$ cat src/rtl/perceptron_pkg.sv
// rtl/perceptron_pkg.sv - shared constants and types for the perceptron term packer
// Used by perceptron_term_packer and term_sum_checker.
package perceptron_pkg;

  localparam int NUM_TERMS = 12;
  localparam int TERM_W    = 3;
  localparam int SUM_W     = 7;
  localparam int OP_W      = NUM_TERMS * TERM_W;

  typedef logic [3:0] slot_idx_t;

  localparam slot_idx_t LAST_SLOT = slot_idx_t'(NUM_TERMS - 1);

  typedef enum logic [1:0] {
    FILL  = 2'd0,
    ISSUE = 2'd1,
    HOLD  = 2'd2
  } packer_state_e;

endpackage

$ cat src/rtl/perceptron_term_packer_sum_checker.sv
// rtl/perceptron_term_packer_sum_checker.sv - running-sum cross-check of the external adder tree
// Only built when TERM_PACKER_SUM_CHECK_EN is defined.
`ifdef TERM_PACKER_SUM_CHECK_EN
module term_sum_checker
  import perceptron_pkg::*;
(
  input  logic              clk,
  input  logic              rst_n,
  input  logic              add_en,
  input  logic [TERM_W-1:0] add_term,
  input  logic              capture,
  input  logic [SUM_W-1:0]  sum_in,
  input  logic              clear,
  output logic              mismatch
);

  logic [SUM_W-1:0] acc_q, acc_d;
  logic             mismatch_q, mismatch_d;

  always_comb begin
    acc_d      = acc_q;
    mismatch_d = 1'b0;
    if (clear) begin
      acc_d = '0;
    end else if (add_en) begin
      acc_d = acc_q + {{(SUM_W - TERM_W){1'b0}}, add_term};
    end
    // Registered so the pulse lines up with the first cycle the result is valid.
    if (capture) begin
      mismatch_d = (acc_q != sum_in);
    end
  end

  always_ff @(posedge clk or negedge rst_n) begin
    if (!rst_n) begin
      acc_q      <= '0;
      mismatch_q <= 1'b0;
    end else begin
      acc_q      <= acc_d;
      mismatch_q <= mismatch_d;
    end
  end

  assign mismatch = mismatch_q;

endmodule
`endif

$ cat src/rtl/perceptron_term_packer.sv
// rtl/perceptron_term_packer.sv - packs 12 x 3-bit terms for wallace_3bit_12 and returns the sum
// Optional tree cross-check enabled by defining TERM_PACKER_SUM_CHECK_EN.
module perceptron_term_packer
  import perceptron_pkg::*;
(
  input  logic              clk,
  input  logic              reset_n,
  input  logic              in_valid,
  output logic              in_ready,
  input  logic [TERM_W-1:0] in_term,
  input  logic              in_last,
  output logic [OP_W-1:0]   op_out,
  input  logic [SUM_W-1:0]  sum_in,
  output logic              out_valid,
  input  logic              out_ready,
  output logic [SUM_W-1:0]  out_sum,
  output logic [3:0]        out_count,
  output logic              sum_mismatch
);

  packer_state_e    state_q, state_d;
  slot_idx_t        idx_q, idx_d;
  logic [OP_W-1:0]  op_q, op_d;
  logic [SUM_W-1:0] sum_q, sum_d;
  logic [3:0]       count_q, count_d;
  logic [5:0]       slot_lo;
  logic             accept;
  logic             frame_clear;
  logic             issue;

  assign slot_lo     = {1'b0, idx_q, 1'b0} + {2'b00, idx_q};
  assign accept      = (state_q == FILL) && in_valid;
  assign frame_clear = (state_q == HOLD) && out_ready;
  assign issue       = (state_q == ISSUE);

  always_comb begin
    state_d   = state_q;
    idx_d     = idx_q;
    op_d      = op_q;
    sum_d     = sum_q;
    count_d   = count_q;
    in_ready  = 1'b0;
    out_valid = 1'b0;
    case (state_q)
      FILL: begin
        in_ready = 1'b1;
        if (in_valid) begin
          op_d[slot_lo +: TERM_W] = in_term;
          idx_d                   = idx_q + 4'd1;
          if ((idx_q == LAST_SLOT) || in_last) begin
            count_d = idx_q + 4'd1;
            state_d = ISSUE;
          end
        end
      end
      // One dead cycle lets the combinational tree settle on the final bus.
      ISSUE: begin
        sum_d   = sum_in;
        state_d = HOLD;
      end
      HOLD: begin
        out_valid = 1'b1;
        if (out_ready) begin
          op_d    = '0;
          idx_d   = '0;
          state_d = FILL;
        end
      end
      default: state_d = FILL;
    endcase
  end

  always_ff @(posedge clk or negedge reset_n) begin
    if (!reset_n) begin
      state_q <= FILL;
      idx_q   <= '0;
      op_q    <= '0;
      sum_q   <= '0;
      count_q <= '0;
    end else begin
      state_q <= state_d;
      idx_q   <= idx_d;
      op_q    <= op_d;
      sum_q   <= sum_d;
      count_q <= count_d;
    end
  end

  assign op_out    = op_q;
  assign out_sum   = sum_q;
  assign out_count = count_q;

`ifdef TERM_PACKER_SUM_CHECK_EN
  term_sum_checker u_sum_checker (
    .clk      (clk),
    .rst_n    (reset_n),
    .add_en   (accept),
    .add_term (in_term),
    .capture  (issue),
    .sum_in   (sum_in),
    .clear    (frame_clear),
    .mismatch (sum_mismatch)
  );
`else
  assign sum_mismatch = 1'b0;
`endif

endmodule
$ cat config.mk
export PLATFORM = sky130hd
export DESIGN_NAME = perceptron_term_packer
export DESIGN_NICKNAME = d
export VERILOG_FILES = /design/src/rtl/perceptron_pkg.sv /design/src/rtl/perceptron_term_packer_sum_checker.sv /design/src/rtl/perceptron_term_packer.sv
export SDC_FILE = /design/constraint.sdc
export NUM_CORES = 1
export LEC_CHECK = 0
export CAP_MARGIN = 30
export CORE_MARGIN = 4
export CORE_UTILIZATION = 46
export DETAILED_ROUTE_END_ITERATION = 10
export PLACE_DENSITY = 0.74
export REMOVE_ABC_BUFFERS = 1
export SYNTH_ARGS = -nofsm -noshare
export SYNTH_HDL_FRONTEND = slang
export SYNTH_SLANG_ARGS = --single-unit
$ cat constraint.sdc
create_clock -name clk -period 2.9 [get_ports clk]
set_input_delay 0.87 -clock clk [delete_from_list [all_inputs] [get_ports clk]]
set_output_delay 0.87 -clock clk [all_outputs]
set_load 0.01 [all_outputs]
; ---- After elaboration in Yosys (flattened, before gate mapping)
; Cells that the tools add are included.
[word_totals]
reg_bits = 53
latch_bits = 0
ramBits = 0
rom_bits = 0
input_bits = 15
output_inout_bits = 50
elab_cells = 35
mem_count = 0
[classes]
n_addsub = 3
mul = 0
n_div = 0
n_lt_le_gt_ge = 0
eq_ne = 6
n_shift = 2
muxes = 13
bitwise_logic = 0
n_reduce_logical = 6
[op_table]
columns = cell, count
row1 = two-way mux 36 bit, 2
row2 = case mux 36 bit (2 select lines), 1
row3 = bitwise mux 36 bit, 1
row4 = "variable shift 3 x 8 -> 36 bit, first input constant", 1
row5 = variable part select 3 x 8 -> 36 bit, 1
row6 = AND reduction 3 bit, 3
row7 = two-way mux 4 bit, 2
row8 = negation 6 -> 8 bit, 1
row9 = case mux 4 bit (2 select lines), 1
row10 = adder 5 x 4 -> 6 bit, 1
row11 = two-way mux 2 bit, 3
row12 = case mux 2 bit (3 select lines), 1
row13 = "adder 4 x 1 -> 4 bit, second input constant", 1
row14 = "== test 4 bit, second input constant", 1
row15 = "!= test 2 bit, second input constant", 2
row16 = "== test 2 x 1 -> 1 bit, second input constant", 1
row17 = "== test 2 bit, second input constant", 1
row18 = logical NOT 2 bit, 1
row19 = two-way mux 1 bit, 2
row20 = "!= test 2 x 1 -> 1 bit, second input constant", 1
row21 = nonzero test 2 bit, 1
row22 = logical OR 1 bit, 1

; ---- Logic depth before layout (Yosys ltp)
[depth]
ltp_word = 6
mapped_depth = 12
mapped_depth_nobuf = 10

; ---- Worst setup path after synthesis
; No wires, ideal clock.
[synth_timing]
kind = register -> register
start = register idx_q[2]
end = register op_q[34] (netlist: op_out[34])
setup_time_ns = 0.079
arrival_ns = 2.719
t_required_ns = 2.821
setup_slack_ns = 0.102
path_stages_with_launch = 11
path_buffers = 3
synth_period_minus_slack_ns = 2.798
path_cell_list = dfrtp_1 > buf_6 > inv_1 > ha_1 > ha_1 > ha_1 > clkbuf_1 > clkbuf_1 > nand4_1 > o31ai_2 > mux2i_1
[synth_via]
elab_chain_cells = 6
word_cells_on_any_way = 7
cone_classes = add/sub (2) / shift (2) / mux (3)
[synth_rtl]
columns = element, line_no
row1 = start: declaration, perceptron_term_packer.sv:22  ; slot_idx_t idx_q, idx_d;
row2 = start signal: assignment, perceptron_term_packer.sv:82  ; idx_q <= idx_d;
row3 = adder 5 x 4 -> 6 bit (*), perceptron_term_packer.sv:31  ; assign slot_lo = {1'b0, idx_q, 1'b0} + {2'b00, idx_q};
row4 = negation 6 -> 8 bit (*), perceptron_term_packer.sv:48  ; op_d[slot_lo +: TERM_W] = in_term;
row5 = variable part select 3 x 8 -> 36 bit or variable shift 3 x 8 -> 36 bit (tied branches), perceptron_term_packer.sv:48
row6 = bitwise mux 36 bit (*), perceptron_term_packer.sv:48
row7 = two-way mux 36 bit (*), perceptron_term_packer.sv:47  ; if (in_valid) begin
row8 = case mux 36 bit (2 select lines) (*), perceptron_term_packer.sv:44  ; case (state_q)
row9 = end signal: assignment, perceptron_term_packer.sv:83  ; op_q <= op_d;
row10 = end: declaration, perceptron_term_packer.sv:23  ; logic [OP_W-1:0] op_q, op_d;
; Every way passes the cells marked *; elsewhere a longest branch is shown, timed or not. The select of a mux whose other input is x is not followed.
; A chain may end at the register's enable or synchronous reset.

; ---- Final worst setup path
[layout_timing]
start = register idx_q[2]
end = register op_q[2] (netlist: op_out[2])
; Same word-level chain as after synthesis.

==> impl_metrics.ini <==
[place]
io_buffers = 63
routabilityCongestion = 0.9477
placed_area_um2 = 4355
dp_cells = 555
dp_hpwl_um = 7357

[finish]
diodes = 0
finalNonFillerCells = 563
final_util_pct = 61.46
postLayoutCellArea_um2 = 4506
drive_above_1_share_pct = 16.38
area_growth_pct = 28.56
fin_nets = 490

[drt]
postRouteAntennaNets = 0
drt_iter0_markers = 202
vias = 3355
viasPerCell = 5.959
routed_wl_um = 10000
drt_drc_violations_left = 0
wl_per_cell_um = 17.77
first_pass_iters = 6

[synthesis]
synth_edf_count = 0
async_flop_share_pct = 100.0
synth_largest_area_cell = dfrtp_1
synth_area_um2 = 3505
synth-main-ff-cell = dfrtp_1
synth_top_area_share_pct = 37.84
synth_commonest_cells = dfrtp_1, nand2_1, nor2_1
syn_area_per_cell_um2 = 8.986
synth_seq_cells = 53
netlist_top_cells_area = dfrtp_1, nand2_1, ha_1, mux2i_1, mux2_2
ys_seq_area_share_pct = 37.84
yosys.cell_count.top_type = dfrtp_1
synth_cell_types = 67
ys.warnings.count = 0
synth_cells = 390

[die]
start_util_pct = 47.81
num_rows = 31
die_w_um = 95.29
die_y_um = 95.29
io_pins = 65
core_um2 = 7331
dieArea_um2 = 9079

[timing]
slew_viol_final = 0
final.setup.tns_ns = 0
maxSlewHeadroom_pct = 54.38
finalSetupViolations = 0
period_share_pct = 93.33
fin_crit_ns = 2.707
max_freq_mhz = 369.5
tightest_slew_ns = 0.6843
finClkSkew_ns = 0.009108
hold_viol = 0
rsz0062_at_grt = false

[critical_path]
crit_type = flop to flop
crit_path_start = idx_q[2]$_DFFE_PN0P_
r2r-end = op_out[2]$_DFFE_PN0P_
critPathMaxFanout = 6
required_ns = 3.10
cp-endpoint = op_out[2]$_DFFE_PN0P_
end_kind = flop
reg2reg_slack_ns = 0.19
arrival_ns = 2.91
rr_startpoint = idx_q[2]$_DFFE_PN0P_
cp-start-kind = flop
r2r_cells = 9

[grt]
grt_pass1_vias = 3130
grtUsageMet3_pct = 2.841
overflow = 0
grt_max_degree = 54
grt.met1_usage_pct = 32.79
grt.busiest_layer = met2
antenna_found_initial = 0
grt_pass1_wl_um = 16280
use_met2_pct = 36.44
grt_usage_pct = 23.01

[cts]
insertion_delay_ns = 0.31
cts-resized-gates = 0
holdBufCountCts = 0
cts_tree = done
post_cts_buffers = 0
cts_buffers = 5
cts_sinks = 53
root_buffer = clkbuf_8
cts-htree-levels = 2
clkTransAtPathRegs_ns = 0.10
clock_path_buffers = 2

[worst_hold_path]
hold_depth = 1
hold_path_class = flop to flop

[job]
drv_cap = 0

[outcome]
status = finished, final reports clean
## how the worst min path moves through the flow
stage,start,to
floorplan,op_out[35]$_DFFE_PN0P_,op_out[35]$_DFFE_PN0P_
global placement,out_sum[3]$_DFFE_PN0N_,out_sum[3]$_DFFE_PN0N_
detailed placement,out_sum[2]$_DFFE_PN0N_,out_sum[2]$_DFFE_PN0N_
CTS,out_sum[2]$_DFFE_PN0N_,out_sum[2]$_DFFE_PN0N_
global route,out_sum[4]$_DFFE_PN0N_,out_sum[4]$_DFFE_PN0N_
finish,out_sum[2]$_DFFE_PN0N_,out_sum[2]$_DFFE_PN0N_
## final cells by class
class | instances | area (um2)
multi-input cells | 297 | 2024
clock inverters | 3 | 46.29
well taps | 99 | 123.9
inverters | 12 | 45.04
flip-flops and latches | 53 | 1326
clock buffers | 5 | 68.82
repair buffers | 94 | 870.8
fillers | 603 | 2825
## per-layer routing
metal | vias to the layer above | wire [um]
met5 | - | 0
met4 | 0 | 177
met3 | 17 | 602
met2 | 128 | 4786
met1 | 1623 | 4435
li1 | 1587 | -
## cell families (layout without fill, tap and decap cells)
logic type / count (synthesis) / count (layout) / share of synthesized area (%)
and+or+nand+nor: 149 / 149 / 22.31
buffers and inverters: 40 / 114 / 5.391
adders and majority gates: 12 / 12 / 4.284
DFF: 53 / 53 / 37.84
other: 1 / 1 / 0.1070
AOI/OAI and AO/OA: 105 / 105 / 20.78
muxes: 24 / 24 / 7.569
xor gates and xnor gates: 6 / 6 / 1.714
## registers in the layout, indices dropped and copies added, names as in the netlist
name,flops
idx_q,4
op_out,36
out_count,4
out_sum,7
state_q,2
## cells in the final DEF (no fill, tap or decap), drive strengths merged, types with 6 or more instances in the layout
master         Yosys  routed
o22ai              9       9
mux2              10      10
and3               6       6
o21ai             25      25
nand2b             7       7
clkdlybuf4s50      0      62
nand4              6       6
nand3             18      18
dfrtp             53      53
o211ai             7       7
inv               11      11
o311ai            13      13
ha                12      12
o31ai              8       8
a21oi             18      18
nor4               7       7
nor2              24      24
nor3              10      10
buf               14      32
nor2b              6       6
nand2             44      44
mux2i             14      14
## worst max-delay path, cell delays in order, from the launching register on
cell      delay, ns
dfrtp_1        0.39
inv_1          0.12
ha_1           0.25
ha_1           0.33
or2_2          0.31
and2_1         0.23
a221o_1        0.40
nor3_2         0.19
a221oi_1       0.10
a221o_1        0.29
## through the flow
stage	hold slack (ns)	setup WS, ns
global route	0.5365	0.05086
finish	0.5114	0.1935
detailed placement	0.4921	0.03388
floorplan	0.5343	-0.5838
global placement	0.4875	0.1555
CTS	0.5159	0.03191
Power is left out: the tool's default activity adds up to more than one toggle a clock period on the data nets, which glitch-free logic cannot reach.
